## config.mk

```make
export PLATFORM = sky130hd
export DESIGN_NAME = ita_activation_ctrl
export DESIGN_NICKNAME = d
export VERILOG_FILES = /design/src/rtl/ita_activation_ctrl_pkg.sv /design/src/rtl/ita_activation_ctrl_delay.sv /design/src/rtl/ita_activation_ctrl.sv
export SDC_FILE = /design/constraint.sdc
export NUM_CORES = 1
export LEC_CHECK = 0
export BUFFER_PORTS_ARGS = -buffer_cell sky130_fd_sc_hd__buf_2
export CORE_MARGIN = 1.5
export CORE_UTILIZATION = 52
export CTS_CLUSTER_SIZE = 16
export DETAILED_ROUTE_END_ITERATION = 16
export PLACE_DENSITY = 0.92
export SETUP_SLACK_MARGIN = 0.4
export SKIP_CTS_REPAIR_TIMING = 1
export SYNTH_ARGS = -nofsm -noshare
export SYNTH_HDL_FRONTEND = slang
export SYNTH_SLANG_ARGS = --single-unit
```

## constraint.sdc

```tcl
create_clock -name clk_i -period 4 [get_ports clk_i]
set_input_delay 0.6 -clock clk_i [delete_from_list [all_inputs] [get_ports clk_i]]
set_output_delay 0.6 -clock clk_i [all_outputs]
set_load 0.02 [all_outputs]
```

## src/rtl/ita_activation_ctrl_pkg.sv

```systemverilog
// Shared types and constants for the activation/requant layer sequencer.
// Optional perf counters are built when ITA_ACT_CTRL_PERF_EN is defined.
package ita_activation_ctrl_pkg;

    localparam int unsigned ActLatency = 4;
    localparam int unsigned VecCntW = 16;

    typedef enum logic [1:0] {
        Identity = 2'd0,
        Relu     = 2'd1,
        Gelu     = 2'd2
    } activation_e;

    typedef enum logic {
        RqSigned   = 1'b0,
        RqUnsigned = 1'b1
    } requant_mode_e;

    typedef logic [7:0] requant_const_t;
    typedef logic [7:0] requant_t;
    typedef logic [15:0] gelu_const_t;

    typedef struct packed {
        activation_e          activation;
        requant_mode_e        requant_mode;
        requant_const_t       requant_mult;
        requant_const_t       requant_shift;
        requant_t             requant_add;
        gelu_const_t          gelu_one;
        gelu_const_t          gelu_b;
        gelu_const_t          gelu_c;
        logic [VecCntW-1:0]   num_vec;
    } act_ctrl_cfg_t;

    typedef enum logic [1:0] {
        IDLE  = 2'd0,
        RUN   = 2'd1,
        DRAIN = 2'd2
    } act_ctrl_state_e;

endpackage

```

## src/rtl/ita_activation_ctrl_delay.sv

```systemverilog
// Fixed-latency {valid,last} tracker mirroring the activation pipeline.
// Never stalls: the activation unit itself cannot stall.
module ita_activation_ctrl_delay
    import ita_activation_ctrl_pkg::*;
#(
    parameter int unsigned LATENCY = ActLatency
) (
    input  logic clk_i,
    input  logic rst_ni,
    input  logic push_valid_i,
    input  logic push_last_i,
    output logic valid_o,
    output logic last_o,
    output logic empty_o,
    output logic empty_next_o
);

    localparam logic [LATENCY-1:0] TopBit = LATENCY'(1) << (LATENCY - 1);

    logic [LATENCY-1:0] valid_q;
    logic [LATENCY-1:0] last_q;

    always_ff @(posedge clk_i or negedge rst_ni) begin
        if (!rst_ni) begin
            valid_q <= '0;
            last_q  <= '0;
        end else begin
            valid_q[0] <= push_valid_i;
            last_q[0]  <= push_valid_i & push_last_i;
            for (int i = 1; i < int'(LATENCY); i++) begin
                valid_q[i] <= valid_q[i-1];
                last_q[i]  <= last_q[i-1];
            end
        end
    end

    assign valid_o = valid_q[LATENCY-1];
    assign last_o  = last_q[LATENCY-1];
    assign empty_o = ~|valid_q;

    // Empty after this edge, provided nothing is pushed this cycle.
    assign empty_next_o = ~|(valid_q & ~TopBit);

endmodule

```

## src/rtl/ita_activation_ctrl.sv

```systemverilog
// Layer sequencer for the activation/requant pipeline: config shadowing,
// credit-gated issue, drain tracking. Perf counters: ITA_ACT_CTRL_PERF_EN.
module ita_activation_ctrl
    import ita_activation_ctrl_pkg::*;
#(
    parameter int unsigned ACT_LATENCY = ActLatency,
    parameter int unsigned CREDITS     = 8,
    parameter int unsigned VEC_CNT_W   = VecCntW
) (
    input  logic           clk_i,
    input  logic           rst_ni,
    input  logic           cfg_valid_i,
    output logic           cfg_ready_o,
    input  act_ctrl_cfg_t  cfg_i,
    input  logic           in_valid_i,
    output logic           in_ready_o,
    input  logic           credit_return_i,
    output activation_e    activation_o,
    output requant_mode_e  requant_mode_o,
    output requant_const_t requant_mult_o,
    output requant_const_t requant_shift_o,
    output requant_t       requant_add_o,
    output gelu_const_t    gelu_one_o,
    output gelu_const_t    gelu_b_o,
    output gelu_const_t    gelu_c_o,
    output logic           act_calc_en_o,
    output logic           out_valid_o,
    output logic           out_last_o,
    output logic           busy_o,
    output logic           layer_done_o,
    output logic           err_o,
    output logic [31:0]    perf_stall_o,
    output logic [31:0]    perf_busy_o
);

    localparam int unsigned CntW = $clog2(CREDITS + 1);
    localparam logic [CntW-1:0] CreditsMax = CntW'(CREDITS);
    localparam logic [CntW-1:0] CreditOne = CntW'(1);
    localparam logic [VEC_CNT_W-1:0] VecOne = VEC_CNT_W'(1);

    act_ctrl_state_e      state;
    act_ctrl_cfg_t        shadow;
    logic                 shadow_valid;
    logic [VEC_CNT_W-1:0] remaining;
    logic [CntW-1:0]      credits;

    logic accept;
    logic cfg_fire;
    logic load;
    logic dl_empty;
    logic dl_empty_next;

    assign cfg_ready_o = !shadow_valid;
    assign cfg_fire    = cfg_valid_i & cfg_ready_o;

    assign in_ready_o = (state == RUN) && (credits != '0)
                        && (remaining != '0);
    assign accept        = in_valid_i & in_ready_o;
    assign act_calc_en_o = accept;

    // The unit reads mode at input and at output, so only swap once drained.
    assign load = (state == IDLE) && shadow_valid && dl_empty;

    assign busy_o = (state != IDLE);

    always_ff @(posedge clk_i or negedge rst_ni) begin
        if (!rst_ni) begin
            state           <= IDLE;
            shadow          <= '0;
            shadow_valid    <= 1'b0;
            remaining       <= '0;
            layer_done_o    <= 1'b0;
            activation_o    <= Identity;
            requant_mode_o  <= RqSigned;
            requant_mult_o  <= '0;
            requant_shift_o <= '0;
            requant_add_o   <= '0;
            gelu_one_o      <= '0;
            gelu_b_o        <= '0;
            gelu_c_o        <= '0;
        end else begin
            layer_done_o <= 1'b0;
            if (cfg_fire) begin
                shadow       <= cfg_i;
                shadow_valid <= 1'b1;
            end else if (load) begin
                shadow_valid <= 1'b0;
            end
            unique case (state)
                IDLE: begin
                    if (load) begin
                        activation_o    <= shadow.activation;
                        requant_mode_o  <= shadow.requant_mode;
                        requant_mult_o  <= shadow.requant_mult;
                        requant_shift_o <= shadow.requant_shift;
                        requant_add_o   <= shadow.requant_add;
                        gelu_one_o      <= shadow.gelu_one;
                        gelu_b_o        <= shadow.gelu_b;
                        gelu_c_o        <= shadow.gelu_c;
                        remaining       <= VEC_CNT_W'(shadow.num_vec);
                        state <= (shadow.num_vec == '0) ? DRAIN : RUN;
                    end
                end
                RUN: begin
                    if (accept) begin
                        remaining <= remaining - VecOne;
                        if (remaining == VecOne) begin
                            state <= DRAIN;
                        end
                    end
                end
                DRAIN: begin
                    if (dl_empty_next) begin
                        layer_done_o <= 1'b1;
                        state        <= IDLE;
                    end
                end
                default: state <= IDLE;
            endcase
        end
    end

    always_ff @(posedge clk_i or negedge rst_ni) begin
        if (!rst_ni) begin
            credits <= CreditsMax;
            err_o   <= 1'b0;
        end else begin
            unique case ({accept, credit_return_i})
                2'b10: credits <= credits - CreditOne;
                2'b01: begin
                    if (credits == CreditsMax) begin
                        err_o <= 1'b1;
                    end else begin
                        credits <= credits + CreditOne;
                    end
                end
                default: ;
            endcase
        end
    end

    ita_activation_ctrl_delay #(
        .LATENCY(ACT_LATENCY)
    ) u_delay (
        .clk_i       (clk_i),
        .rst_ni      (rst_ni),
        .push_valid_i(accept),
        .push_last_i (remaining == VecOne),
        .valid_o     (out_valid_o),
        .last_o      (out_last_o),
        .empty_o     (dl_empty),
        .empty_next_o(dl_empty_next)
    );

`ifdef ITA_ACT_CTRL_PERF_EN
    logic [31:0] stall_q;
    logic [31:0] busy_q;

    always_ff @(posedge clk_i or negedge rst_ni) begin
        if (!rst_ni) begin
            stall_q <= '0;
            busy_q  <= '0;
        end else begin
            if ((state == RUN) && in_valid_i && (remaining != '0)
                && (credits == '0)) begin
                stall_q <= stall_q + 32'd1;
            end
            if (busy_o) begin
                busy_q <= busy_q + 32'd1;
            end
        end
    end

    assign perf_stall_o = stall_q;
    assign perf_busy_o  = busy_q;
`else
    assign perf_stall_o = '0;
    assign perf_busy_o  = '0;
`endif

endmodule

```

# After elaboration in Yosys (flattened, before gate mapping)
# Index checks and enable logic that the tools add are counted.
# W data, S select, Z words.
[word_totals]
register_bits = 199
latch_bits = 0
ram_bits = 0
rom_bits = 0
input_bits = 96
memories = 0
[classes]
addsub = 3
n_mul = 0
div_mod_pow = 0
order_cmp = 0
eq_ne = 11
shifts = 0
mux = 15
bitwise = 3
reduce_logical = 21
[op_table]
columns = ["cell", "count"]
rows = [
  ["$mux W16", 2],
  ["$pmux W16 S2", 1],
  ["$eq A16 B1 Y1 const B", 1],
  ["$logic_not A16 Y1", 1],
  ["$reduce_bool A16 Y1", 1],
  ["$sub A16 B1 Y16 const B", 1],
  ["$mux W2", 5],
  ["$ne A2 B2 Y1 const B", 4],
  ["$pmux W4 S2", 1],
  ["$reduce_bool A2 Y1", 4],
  ["$pmux W2 S3", 1],
  ["$reduce_and A2 Y1", 3],
  ["$add A4 B1 Y4 const B", 1],
  ["$eq A2 B1 Y1 const B", 2],
  ["$eq A2 B2 Y1 const B", 2],
  ["$eq A4 B4 Y1 const B", 1],
  ["$logic_and A1 B1 Y1", 4],
  ["$mux W1", 4],
  ["$mux W4", 1],
  ["$reduce_and A4 Y1", 1],
  ["$reduce_bool A4 Y1", 1],
  ["$reduce_or A4 Y1", 1],
  ["$sub A4 B1 Y4 const B", 1],
  ["$and A1 B1 Y1", 3],
  ["other kinds (5)", 6],
]

# Longest topological paths before layout
[logic_depth]
ltp_word = 7
ltp_mapped = 13
mapped_depth_nobuf = 12

# Hierarchy
# Synthesis repeated with hierarchy kept, for this count alone.
[unflattened]
cells_unflattened = 776
area_unflattened_um2 = 8525.7
[modules_own_cells]
columns = ["mod", "instances", "cells_per_inst", "area_each_um2", "seq_area_each_um2"]
rows = [
  ["ita_activation_ctrl", 1, 765, 8301.7, 4780.8],
  ["ita_activation_ctrl_delay", 1, 11, 224.0, 200.2],
]

# Worst setup path after synthesis
# OpenSTA, ideal clock, no wires.
[synth_path]
path_type = "flip-flop to flip-flop"
startpoint = "register remaining[9]"
endpoint = "register credits[3]"
setup_ns = 0.078
arrival_time_ns = 2.788
required_ns = 3.922
setup_slack_ns = 1.134
path_stages_with_launch = 11
period_less_slack_ns = 2.866
path_cell_list = "dfrtp_1 > nor4_2 > and4_1 > or2b_1 > buf_6 > nand2_1 > ha_1 > a21o_1 > a21o_1 > or4_1 > a31o_2"
[synth_via]
elab_chain_cells = 6
elab_cells_between_ends = 9
classes_between = "eq/ne: 3; mux: 1; bitwise: 1; reduce/logical: 4"
[synth_rtl]
columns = ["element", "line_no", "rtl"]
rows = [
  ["start: declaration", "ita_activation_ctrl.sv:44", "logic [VEC_CNT_W-1:0] remaining;"],
  ["start signal: assignment", "ita_activation_ctrl.sv:100", "remaining <= VEC_CNT_W'(shadow.num_vec);"],
  ["start signal: assignment", "ita_activation_ctrl.sv:106", "remaining <= remaining - VecOne;"],
  ["$reduce_bool A16 Y1 *", "ita_activation_ctrl.sv:57", "&& (remaining != '0);"],
  ["$logic_and A1 B1 Y1 *", "ita_activation_ctrl.sv:57", ""],
  ["$and A1 B1 Y1 *", "ita_activation_ctrl.sv:58", "assign accept = in_valid_i & in_ready_o;"],
  ["$eq A2 B1 Y1 or $eq A2 B2 Y1 (tied branches)", "ita_activation_ctrl.sv:128", "unique case ({accept, credit_return_i})"],
  ["$ne A2 B2 Y1 (no line) or $reduce_bool A2 Y1 (tied branches)", "n/a", ""],
  ["$reduce_and A2 Y1 (no line)", "n/a", ""],
  ["end signal: assignment", "ita_activation_ctrl.sv:125", "credits <= CreditsMax;"],
  ["end signal: assignment", "ita_activation_ctrl.sv:129", "2'b10: credits <= credits - CreditOne;"],
  ["end signal: assignment", "ita_activation_ctrl.sv:134", "credits <= credits + CreditOne;"],
  ["end: declaration", "ita_activation_ctrl.sv:45", "logic [CntW-1:0] credits;"],
]
# Mark *: on every way between the ends. The rest lies on a longest branch, timed or not.
# A chain may end at the register's enable or synchronous reset.

# Worst setup path after layout
[layout_path]
startpoint = "register remaining[8]"
endpoint = "register credits[3]"
# Same word-level chain as after synthesis.

==> results.txt <==
The flow ran to the end, and the final reports show no timing, DRC or antenna violations. The tools report the kind of start point of the critical path as a register. The die is 131.2 um wide. Dividing the detail-routed via count by the number of cells gives 5.086.

The share of the Yosys chip area taken by registers is 58.28%. Before CTS, the worst setup slack after placement is 0.6161 ns. For this run, the number of Yosys warnings is 0.

Measured against its own limit, the worst slew margin works out to 28.81%. The final critical path takes up 81.87% of the cycle. Worst path setup slack after routing: 0.7251 ns.

During placement, the flow inserted port buffers numbering 178. For this design the total switching power over the nets is 3.392 mW. Dividing the detail-routed wire length by the instance count gives 15.27 um. The synthesized design spends more area on one cell type than any other, namely dfrtp_1. The logs give 8.681 mW for the post-route total power and 6071 for the number of global-route vias before repair. The share of final-layout standard cells stronger than drive strength 1 is 33.96%.

After the last flow step, the layout net total stands at 1046. Data on the critical path is required at its endpoint by 4.37 ns. The global-route met2 utilization is 36.77%. The arrival time at the worst endpoint was 3.64 ns; the aggregate global routing overflow was 0.

In this run the power density over the cells is 866.9 nW/um^2. Proportion of power drawn by flip-flops and latches: 41.4%. The number of buffers created by CTS is 17, and the total of fill cells in the finished design is 1258. The later pin in the worst-skew pair is clocked with a latency of 0.42 ns.

The commonest cells after synthesis are 241 x nand2_1, 198 x dfrtp_1, 93 x mux2_2. In the routed design, unresolved DRC markers number 0. Critical path class: reg2reg.

The post-synthesis cell type count came out at 62. IR analysis of the VDD net gives a maximum drop of 0.4659 mV. Setup repair after global routing left no endpoint under its margin. The fraction of post-synthesis cell area in the top cell type by area was 57.97%; the cell area after synthesis was 8547 um^2.

The routing usage on met1 came out at 25.93%. Across the whole layout, storage elements account for 4981 um^2. Summing all multi-input logic gate instances after layout gives 3136 um^2. The cell with the most instances after synthesis was nand2_1.

The floorplan step defined a die boundary enclosing 17210 um^2. The tools report the post-route clock skew as 0.01703 ns. Entering global routing, the biggest net connects 104 pins. The switching power as a share of total power is 39.07%, and the buffer depth of the longest clock path is 2. The post-synthesis register bit count was 199. The floorplan step set the die height to 131.2 um. Counting flops with an async set or reset pin after synthesis yields a share of 100.0%. Setup violations remaining at the end of the flow were counted as 0. The number of antenna diodes in the final layout is 0. Global routing used 21.52% of the available tracks.

In the post-synthesis netlist, the biggest area contributors are dfrtp_1 58%, mux2_2 12%, nand2_1 11%. The number of enable flip-flop cells after synthesis came out at 0. The CTS root buffer is clkbuf_16. For the clock power share, the log shows 20.1%. Initial antenna violation count: 0.

Static timing analysis puts the maximum clock frequency at 0.3053 GHz. The min-delay analysis places its worst path in the category in2async. The final wirelength was 17910 um. The largest driver fanout on the critical path was 11. The first global-routing pass estimated 29810 um of wire.

met2 is the most crowded layer. For the placer's final routability congestion estimate, the log shows 0.8924. The final hold violation count is 0, and the number of routed nets with antenna violations is 0. For the placeable core area, the log shows 15940 um^2. For the final routed database, the setup TNS stands at 0 ns. For the pin with the worst max-slew slack, the measured transition is 1.058 ns.

After synthesis, the mean cell area works out to 11.01 um^2. The HPWL after detailed placement is 12120 um, and the synthesized netlist cell count is 776. Clock-pin slew was measured on the worst setup and hold paths at 0.07 ns.

The clock tree synthesis step divided the H-tree into 4 levels. For the number of slew-limit violations in the final report, the log shows 0. In the synthesized netlist the dominant register cell turns out to be dfrtp_1. The run gives 0 as the max capacitance violation total.

STA classifies the critical path endpoint as a register. For the site row count, the log shows 46. The worst path in the final design needs a cycle of 3.275 ns, including I/O delays and setup.

The first detailed-routing pass ran for 4 iterations. The share of power burned in combinational logic is 38.4%, and the internal power of the cells is 5.289 mW. Relative to the synthesized area, the layout overhead comes to 17.17%. The initial cell density of the core is 53.61%, and the slack of the worst reg-to-reg path is 0.73 ns. The clock drives 199 sinks. For this block, the initial DRC count from the detailed router was 310.

Global routing used 5.864% of the available met3 tracks. The overall via count from detail_route is 5966. The logs give 5.074 nW for the reported leakage power and 243 for the number of placed I/O pins. TritonCTS built the clock tree.
-- worst max-delay path, stage by stage (launching register included) --
cell and delay, ns:
dfrtp_1 0.45, nor4_2 0.48, and4_1 0.41, or2b_2 0.31, nand2_1 0.19, ha_1 0.32, a21o_1 0.16, a21o_1 0.20
or4_1 0.43, a21oi_1 0.16, a31o_2 0.12
-- cells by family after synthesis --
kind of cell	share of synthesized area, %
xor+xnor	0.2050
simple gates	15.58
other cells	0.04388
mux	12.49
buf+inv	7.978
fa+ha+maj	0.9662
flops	58.28
compound gates	4.465
-- cell usage in the layout, fill, tap and decap left out, types with 9 or more instances in the layout --
| master | n |
|---|---|
| o21ai_0 | 16 |
| nor2_1 | 12 |
| conb_1 | 64 |
| buf_2 | 177 |
| nor3_1 | 9 |
| clkbuf_16 | 17 |
| a21oi_1 | 10 |
| inv_1 | 9 |
| mux2_2 | 93 |
| nand2_1 | 241 |
| dfrtp_1 | 198 |
-- final cells by class --
type / instances / area share [%]
clock buffer: 19 / 4.523
clock inverter: 13 / 1.599
inverter: 10 / 0.3748
multi-input combinational: 531 / 31.31
sequential: 199 / 49.74
tap: 216 / 2.699
timing repair buffer: 185 / 9.758
-- metal layers --
| layer | routed length [um] | up-vias | share of wire [%] |
|---|---|---|---|
| met2 | 8892 | 225 | 50 |
| met1 | 7489 | 2920 | 42 |
| li1 | - | 2787 | - |
| met5 | 0 | - | 0 |
| met4 | 388 | 0 | 2.2 |
| met3 | 1141 | 34 | 6.4 |
-- registers in the layout (all words and copies together), names as in the netlist, 2 cells and up --
register	flops
shadow	91
gelu_b_o	16
gelu_c_o	16
gelu_one_o	16
remaining	16
requant_add_o	8
requant_mult_o	8
requant_shift_o	8
credits	4
u_delay.last_q	4
u_delay.valid_q	4
activation_o	2
state	2
-- stage by stage --
| stage | instances | area [um^2] | util [%] | hold WS, ns |
|---|---|---|---|---|
| after global routing | 1173 | 10010 | 62.82 | 0.3343 |
| after global placement | 1141 | 9400 | 58.96 | 0.3346 |
| after CTS | 1173 | 10010 | 62.81 | 0.2986 |
| after floorplan | 839 | 8783 | - | 0.3044 |
| after detailed placement | 1141 | 9400 | 58.96 | 0.3362 |
| final | 1173 | 10010 | 62.82 | 0.2556 |
-- power by group through the flow --
| stage | registers, mW | logic [mW] | clock network, mW |
|---|---|---|---|
| final | 3.60 | 3.34 | 1.75 |
| after global routing | 3.72 | 3.66 | 1.87 |
| after CTS | 3.59 | 3.36 | 1.78 |
| after detailed placement | 3.62 | 3.34 | 0 |
| after global placement | 3.56 | 3.20 | 0 |
| after floorplan | 3.92 | 2.04 | 0 |
-- final timing paths --
check	start	end	cells after the start
max reg2reg	remaining[8]	credits[3]	10
min reg2reg	u_delay.last_q[1]	u_delay.last_q[2]	0
min in group clk_i	u_delay.last_q[1]	u_delay.last_q[2]	0
max in group asynchronous	rst_ni	shadow[64]	2
min	rst_ni	shadow[80]	1
max	remaining[8]	credits[3]	10
Power figures use the tool's default switching activity.
